### src/rtl/anti_theft_timer_pkg.sv
// Shared encodings and default times for the anti-theft timer and the alarm FSM that drives it.
package anti_theft_timer_pkg;

  typedef enum logic [1:0] {
    INT_ARM       = 2'b00,
    INT_DRIVER    = 2'b01,
    INT_PASSENGER = 2'b10,
    INT_ALARM     = 2'b11
  } interval_e;

  typedef enum logic [1:0] {
    ST_IDLE  = 2'b00,
    ST_COUNT = 2'b01,
    ST_DONE  = 2'b10
  } timer_state_e;

  localparam int unsigned DEF_T_ARM = 6;
  localparam int unsigned DEF_T_DRV = 8;
  localparam int unsigned DEF_T_PAS = 15;
  localparam int unsigned DEF_T_ALM = 10;

endpackage

### src/rtl/anti_theft_timer_time_parameters.sv
// Four writable 4-bit time parameters (seconds) with a combinational read selected by interval.
module time_parameters
  import anti_theft_timer_pkg::*;
#(
  parameter int unsigned T_ARM_DEF = DEF_T_ARM,
  parameter int unsigned T_DRV_DEF = DEF_T_DRV,
  parameter int unsigned T_PAS_DEF = DEF_T_PAS,
  parameter int unsigned T_ALM_DEF = DEF_T_ALM
) (
  input  logic       clock,
  input  logic       reset,
  input  logic       reprogram,
  input  logic [1:0] time_param_sel,
  input  logic [3:0] time_value,
  input  logic [1:0] interval,
  output logic [3:0] value
);

  logic [3:0] param_q [4];
  logic [3:0] param_d [4];

  always_comb begin
    param_d = param_q;
    if (reprogram) param_d[time_param_sel] = time_value;
  end

  always_ff @(posedge clock) begin
    if (reset) begin
      param_q[INT_ARM]       <= 4'(T_ARM_DEF);
      param_q[INT_DRIVER]    <= 4'(T_DRV_DEF);
      param_q[INT_PASSENGER] <= 4'(T_PAS_DEF);
      param_q[INT_ALARM]     <= 4'(T_ALM_DEF);
    end else begin
      param_q <= param_d;
    end
  end

  // Read the registered value so a same-edge write never reaches a load.
  assign value = param_q[interval];

endmodule

### src/rtl/anti_theft_timer.sv
// Seconds countdown timer for the alarm FSM: 1 Hz divider, load/abort detection and expiry pulse.
//   state    | meaning
//   ST_IDLE  | no timing requested, remaining held at 0
//   ST_COUNT | counting down remaining on each 1 Hz tick
//   ST_DONE  | timing ended, expired already pulsed, waiting for abort or reload
module anti_theft_timer
  import anti_theft_timer_pkg::*;
#(
  parameter int unsigned CLK_FREQ  = 100000000,
  parameter int unsigned T_ARM_DEF = 6,
  parameter int unsigned T_DRV_DEF = 8,
  parameter int unsigned T_PAS_DEF = 15,
  parameter int unsigned T_ALM_DEF = 10
) (
  input  logic       clock,
  input  logic       reset,
  input  logic       start_timer,
  input  logic [1:0] interval,
  input  logic       reprogram,
  input  logic [1:0] time_param_sel,
  input  logic [3:0] time_value,
  output logic       expired,
  output logic       one_hz_enable,
  output logic [3:0] remaining
);

  localparam int unsigned DIV_W = (CLK_FREQ > 1) ? $clog2(CLK_FREQ) : 1;
  localparam logic [DIV_W-1:0] DIV_LAST = DIV_W'(CLK_FREQ - 1);

  timer_state_e     state_q, state_d;
  logic [DIV_W-1:0] div_q, div_d;
  logic [3:0]       remaining_q, remaining_d;
  logic             expired_q, expired_d;
  logic             one_hz_q, one_hz_d;
  logic             start_q, start_d;
  logic [1:0]       interval_q, interval_d;
  logic [3:0]       load_value;
  logic             tick;
  logic             load;

  time_parameters #(
    .T_ARM_DEF (T_ARM_DEF),
    .T_DRV_DEF (T_DRV_DEF),
    .T_PAS_DEF (T_PAS_DEF),
    .T_ALM_DEF (T_ALM_DEF)
  ) u_time_parameters (
    .clock          (clock),
    .reset          (reset),
    .reprogram      (reprogram),
    .time_param_sel (time_param_sel),
    .time_value     (time_value),
    .interval       (interval),
    .value          (load_value)
  );

  always_comb begin
    start_d     = start_timer;
    interval_d  = interval;
    tick        = (div_q == DIV_LAST);
    load        = start_timer && (!start_q || (interval != interval_q));
    div_d       = tick ? '0 : div_q + 1'b1;
    one_hz_d    = tick && !load;
    state_d     = state_q;
    remaining_d = remaining_q;
    expired_d   = 1'b0;

    if (load) begin
      div_d       = '0;
      remaining_d = load_value;
      state_d     = ST_COUNT;
    end else if (!start_timer) begin
      remaining_d = '0;
      state_d     = ST_IDLE;
    end else begin
      case (state_q)
        ST_COUNT: begin
          // A zero load expires immediately; otherwise expire on the tick that reaches 0.
          if (remaining_q == 4'd0) begin
            expired_d = 1'b1;
            state_d   = ST_DONE;
          end else if (tick) begin
            remaining_d = remaining_q - 4'd1;
            if (remaining_q == 4'd1) begin
              expired_d = 1'b1;
              state_d   = ST_DONE;
            end
          end
        end
        ST_DONE: remaining_d = '0;
        default: remaining_d = '0;
      endcase
    end
  end

  always_ff @(posedge clock) begin
    if (reset) begin
      state_q     <= ST_IDLE;
      div_q       <= '0;
      remaining_q <= '0;
      expired_q   <= 1'b0;
      one_hz_q    <= 1'b0;
      start_q     <= 1'b0;
      interval_q  <= 2'b00;
    end else begin
      state_q     <= state_d;
      div_q       <= div_d;
      remaining_q <= remaining_d;
      expired_q   <= expired_d;
      one_hz_q    <= one_hz_d;
      start_q     <= start_d;
      interval_q  <= interval_d;
    end
  end

  assign expired       = expired_q;
  assign one_hz_enable = one_hz_q;
  assign remaining     = remaining_q;

endmodule

### config.mk
export PLATFORM = sky130hd
export DESIGN_NAME = anti_theft_timer
export DESIGN_NICKNAME = d
export VERILOG_FILES = /design/src/rtl/anti_theft_timer_pkg.sv /design/src/rtl/anti_theft_timer_time_parameters.sv /design/src/rtl/anti_theft_timer.sv
export SDC_FILE = /design/constraint.sdc
export NUM_CORES = 1
export LEC_CHECK = 0
export BUFFER_PORTS_ARGS = -buffer_cell sky130_fd_sc_hd__buf_2
export CAP_MARGIN = 30
export CORE_MARGIN = 3
export CORE_UTILIZATION = 64
export CTS_CLUSTER_DIAMETER = 150
export DETAILED_ROUTE_END_ITERATION = 7
export GPL_TIMING_DRIVEN = 0
export HOLD_SLACK_MARGIN = 0.06
export PLACE_DENSITY = 0.84
export SLEW_MARGIN = 0
export SYNTH_ARGS = -nofsm -noshare
export SYNTH_HDL_FRONTEND = slang
export SYNTH_SLANG_ARGS = --single-unit
### constraint.sdc
create_clock -name clock -period 4.21 [get_ports clock]
set_input_delay 0.6315 -clock clock [delete_from_list [all_inputs] [get_ports clock]]
set_output_delay 0.6315 -clock clock [all_outputs]
set_load 0.01 [all_outputs]
==> flow_summary.ini <==
[status]
status = completed

[finish]
multi_input_area_um2 = 1310
num-fill-cells = 298
syn2layout_area_growth_pct = 9.92
nets = 311
diodes = 0
layout-drive-gt1-share_pct = 14.1
final_cell_count_no_fill = 345
register_area_um2 = 1080

[timing]
slew_headroom_pct = 39.2
finalCriticalPeriod_ns = 2.13
setup_violations = 0
final-max-slew-violation-count = 0
tightestPinTransition_ns = 0.910
whs_ns = 0.476
skew_ns = 0.00775
hold_viol_final = 0
grt_setup_unrepaired = false
setup_tns_ns = 0
finalCritPeriodShare_pct = 50.7
worst_slack_ns = 2.08
fmax_mhz = 469

[clock_tree]
ctsResizeCount = 0
path_clk_slew_ns = 0.10
post-cts-setup-buffer-count = 0
root_buffer = clkbuf_8
cts_buffer_depth = 2
cts_sinks = 54
h-tree-depth = 2
cts_inserted_buffers = 5
clkLatencyLatePin_ns = 0.31
cts_tree = built
postCtsHoldBufs = 0

[die]
num_rows = 22
die_area_um2 = 4710
die_width_um = 68.6
boundaryPins = 18
coreArea_um2 = 3720
die_y_um = 68.6
initial_core_util_pct = 67.6

[logic_synthesis]
synth_cell_types = 42
synthesis.area_um2 = 2510
syn_area_per_cell_um2 = 9.20
ys_top_cells_by_area = dfxtp_1, nor2_1, xnor2_1, mux4_2, mux2i_1
synth_cells = 273
yosysTopAreaCell = dfxtp_1
ys_seq_area_share_pct = 43.0
ys_ff_latch = 54
synth_top_cell_area_share_pct = 43.0
syn_nets = 288
synth_warnings = 0

[global_routing]
grt_pass1_wl_mm = 8.22
grt.overflow.total = 0
track_usage_pct = 23.7
grt_start_max_net_pins = 17
grt_pass1_vias = 1836
antenna_found_initial = 0

[place]
io_buffer_count = 16
pre_cts_ws_ns = 2.04
dp_hpwl_mm = 3.53
dp_cells = 337
routabilityCongestion = 0.814

[drt]
dr_total_vias = 1994
drc_errors = 0
drtPass1Iterations = 5
ant_nets = 0
vias_per_cell = 5.78
drtIter0Drc = 87
wl_per_cell_um = 14.5
routed_wl_mm = 5.02

[worst_setup_path]
start_kind = flop
cp_data_arrival_time_ns = 2.34
cp.required_ns = 4.41
end_kind = flop
critPathKind = reg -> reg
cp_max_fo = 10

[power_and_ir_drop]
p_switching_mw = 0.218
p_int_mw = 0.734
p_seq_share_pct = 55.8
total_power_mw = 0.952
leakage_nw = 1.04
p_comb_share_pct = 8.3
power_frac_clock_pct = 35.8
ir_drop_v = 0.000244
switching_share_pct = 22.9
powerDensity_nw_per_um2 = 345

[worst_hold_path]
hold_class = reg -> reg

[flow_run]
cap_violations = 0
## flip-flops by register name, indices dropped and copies added, names as in the netlist
| name | count |
|---|---|
| u_time_parameters.param_q | 16 |
| div_q | 27 |
| one_hz_enable | 1 |
| state_q | 2 |
| expired | 1 |
| interval_q | 2 |
| remaining | 4 |
| start_q | 1 |
## routing by layer
| metal | vias up | track usage (%) | wire, µm |
|---|---|---|---|
| met1 | 957 | 30.0 | 2340 |
| li1 | 995 | - | - |
| met2 | 36 | 38.0 | 2390 |
| met4 | 0 | 9.18 | 75 |
| met5 | - | 0 | 0 |
| met3 | 6 | 6.65 | 214 |
## worst paths after layout
check | from | to | slack (ns) | depth (start not counted)
worst max register to register | div_q[0]$_SDFF_PP0_ | div_q[22]$_SDFF_PP0_ | 2.08 | 9
worst max-delay path | div_q[0]$_SDFF_PP0_ | div_q[22]$_SDFF_PP0_ | 2.08 | 9
worst min-delay path | u_time_parameters.param_q[6]$_SDFFE_PP1P_ | u_time_parameters.param_q[6]$_SDFFE_PP1P_ | 0.48 | 1
worst min register to register | u_time_parameters.param_q[6]$_SDFFE_PP1P_ | u_time_parameters.param_q[6]$_SDFFE_PP1P_ | 0.48 | 1
## kinds of logic (layout without fill, tap and decap cells)
family	count (synthesis)	in the layout	share of synthesized area [%]
multiplexers	13	13	7.22
AO/OA/AOI/OAI	25	25	7.87
AND/OR/NAND/NOR	127	127	25.7
buffers and inverters	23	47	4.93
XOR/XNOR	28	28	9.77
flip-flops	54	54	43.0
adder cells (fa/ha/maj)	3	3	1.49
## final cells by class
type | count | area share [%]
multi-input combinational | 196 | 47.3
sequential | 54 | 39.2
timing repair buffer | 16 | 2.90
buffer | 10 | 2.72
clock buffer | 5 | 2.49
tap | 48 | 2.18
inverter | 13 | 1.77
clock inverter | 3 | 1.45
## layout by cell type (no fill, tap or decap), types with 2 or more instances in the layout
| cell | instances |
|---|---|
| mux4_2 | 4 |
| xnor2_1 | 21 |
| nor3_1 | 9 |
| a21oi_1 | 3 |
| nand3b_1 | 2 |
| o31ai_1 | 2 |
| nand3_1 | 14 |
| ha_1 | 3 |
| buf_6 | 4 |
| inv_1 | 13 |
| and3_1 | 8 |
| mux2i_1 | 8 |
| clkbuf_8 | 5 |
| nor2b_1 | 4 |
| xor2_1 | 7 |
| and2_1 | 3 |
| a311oi_1 | 2 |
| a211o_1 | 9 |
| nand4_1 | 6 |
| clkinv_2 | 2 |
| nor2_1 | 49 |
| nor4_1 | 6 |
| and4_1 | 2 |
| clkbuf_1 | 2 |
| nand2b_1 | 5 |
| dfxtp_1 | 54 |
| buf_2 | 18 |
| nand2_1 | 12 |
| nor3b_1 | 2 |
| o21ai_0 | 3 |
## synthesized netlist by cell type, drive strengths merged
cell / number
o21a: 1
nand2: 12
nand2b: 5
nand3b: 2
nand4: 6
and3: 8
xor2: 7
buf: 7
and4: 2
mux2i: 8
a22oi: 1
clkbuf: 3
a21oi: 4
nor3: 10
nor2b: 4
nor4b: 1
a311oi: 2
o31ai: 2
xnor2: 21
or3: 1
o21ai: 3
and3b: 1
inv: 13
nand3: 14
mux2: 1
nor3b: 2
ha: 3
dfxtp: 54
nor2: 49
and2: 3
mux4: 4
a211o: 9
a31o: 1
nor4: 7
a221oi: 1
a41oi: 1
## critical path, cell delays in order (launching register included)
cell	delay (ns)
dfxtp_1	0.41
ha_1	0.16
buf_2	0.21
and3b_1	0.19
nand4_1	0.20
nor3_4	0.37
nand2b_1	0.17
buf_6	0.14
buf_6	0.14
nor2_1	0.05
## power groups by stage
| stage | Clock [mW] | Sequential [mW] | Combinational (mW) |
|---|---|---|---|
| floorplan | 0 | 0.542 | 0.0555 |
| finish | 0.341 | 0.532 | 0.0793 |
| global placement | 0 | 0.543 | 0.0762 |
| global route | 0.363 | 0.533 | 0.0883 |
| CTS | 0.346 | 0.531 | 0.0795 |
| detailed placement | 0 | 0.543 | 0.0788 |
## per-stage QoR
stage / area (µm²) / utilization, %
finish: 2760 / 74.3
global route: 2760 / 74.3
CTS: 2760 / 74.3
detailed placement: 2650 / 71.3
global placement: 2650 / 71.3
floorplan: 2510 / -
Power figures use the tool's default switching activity.
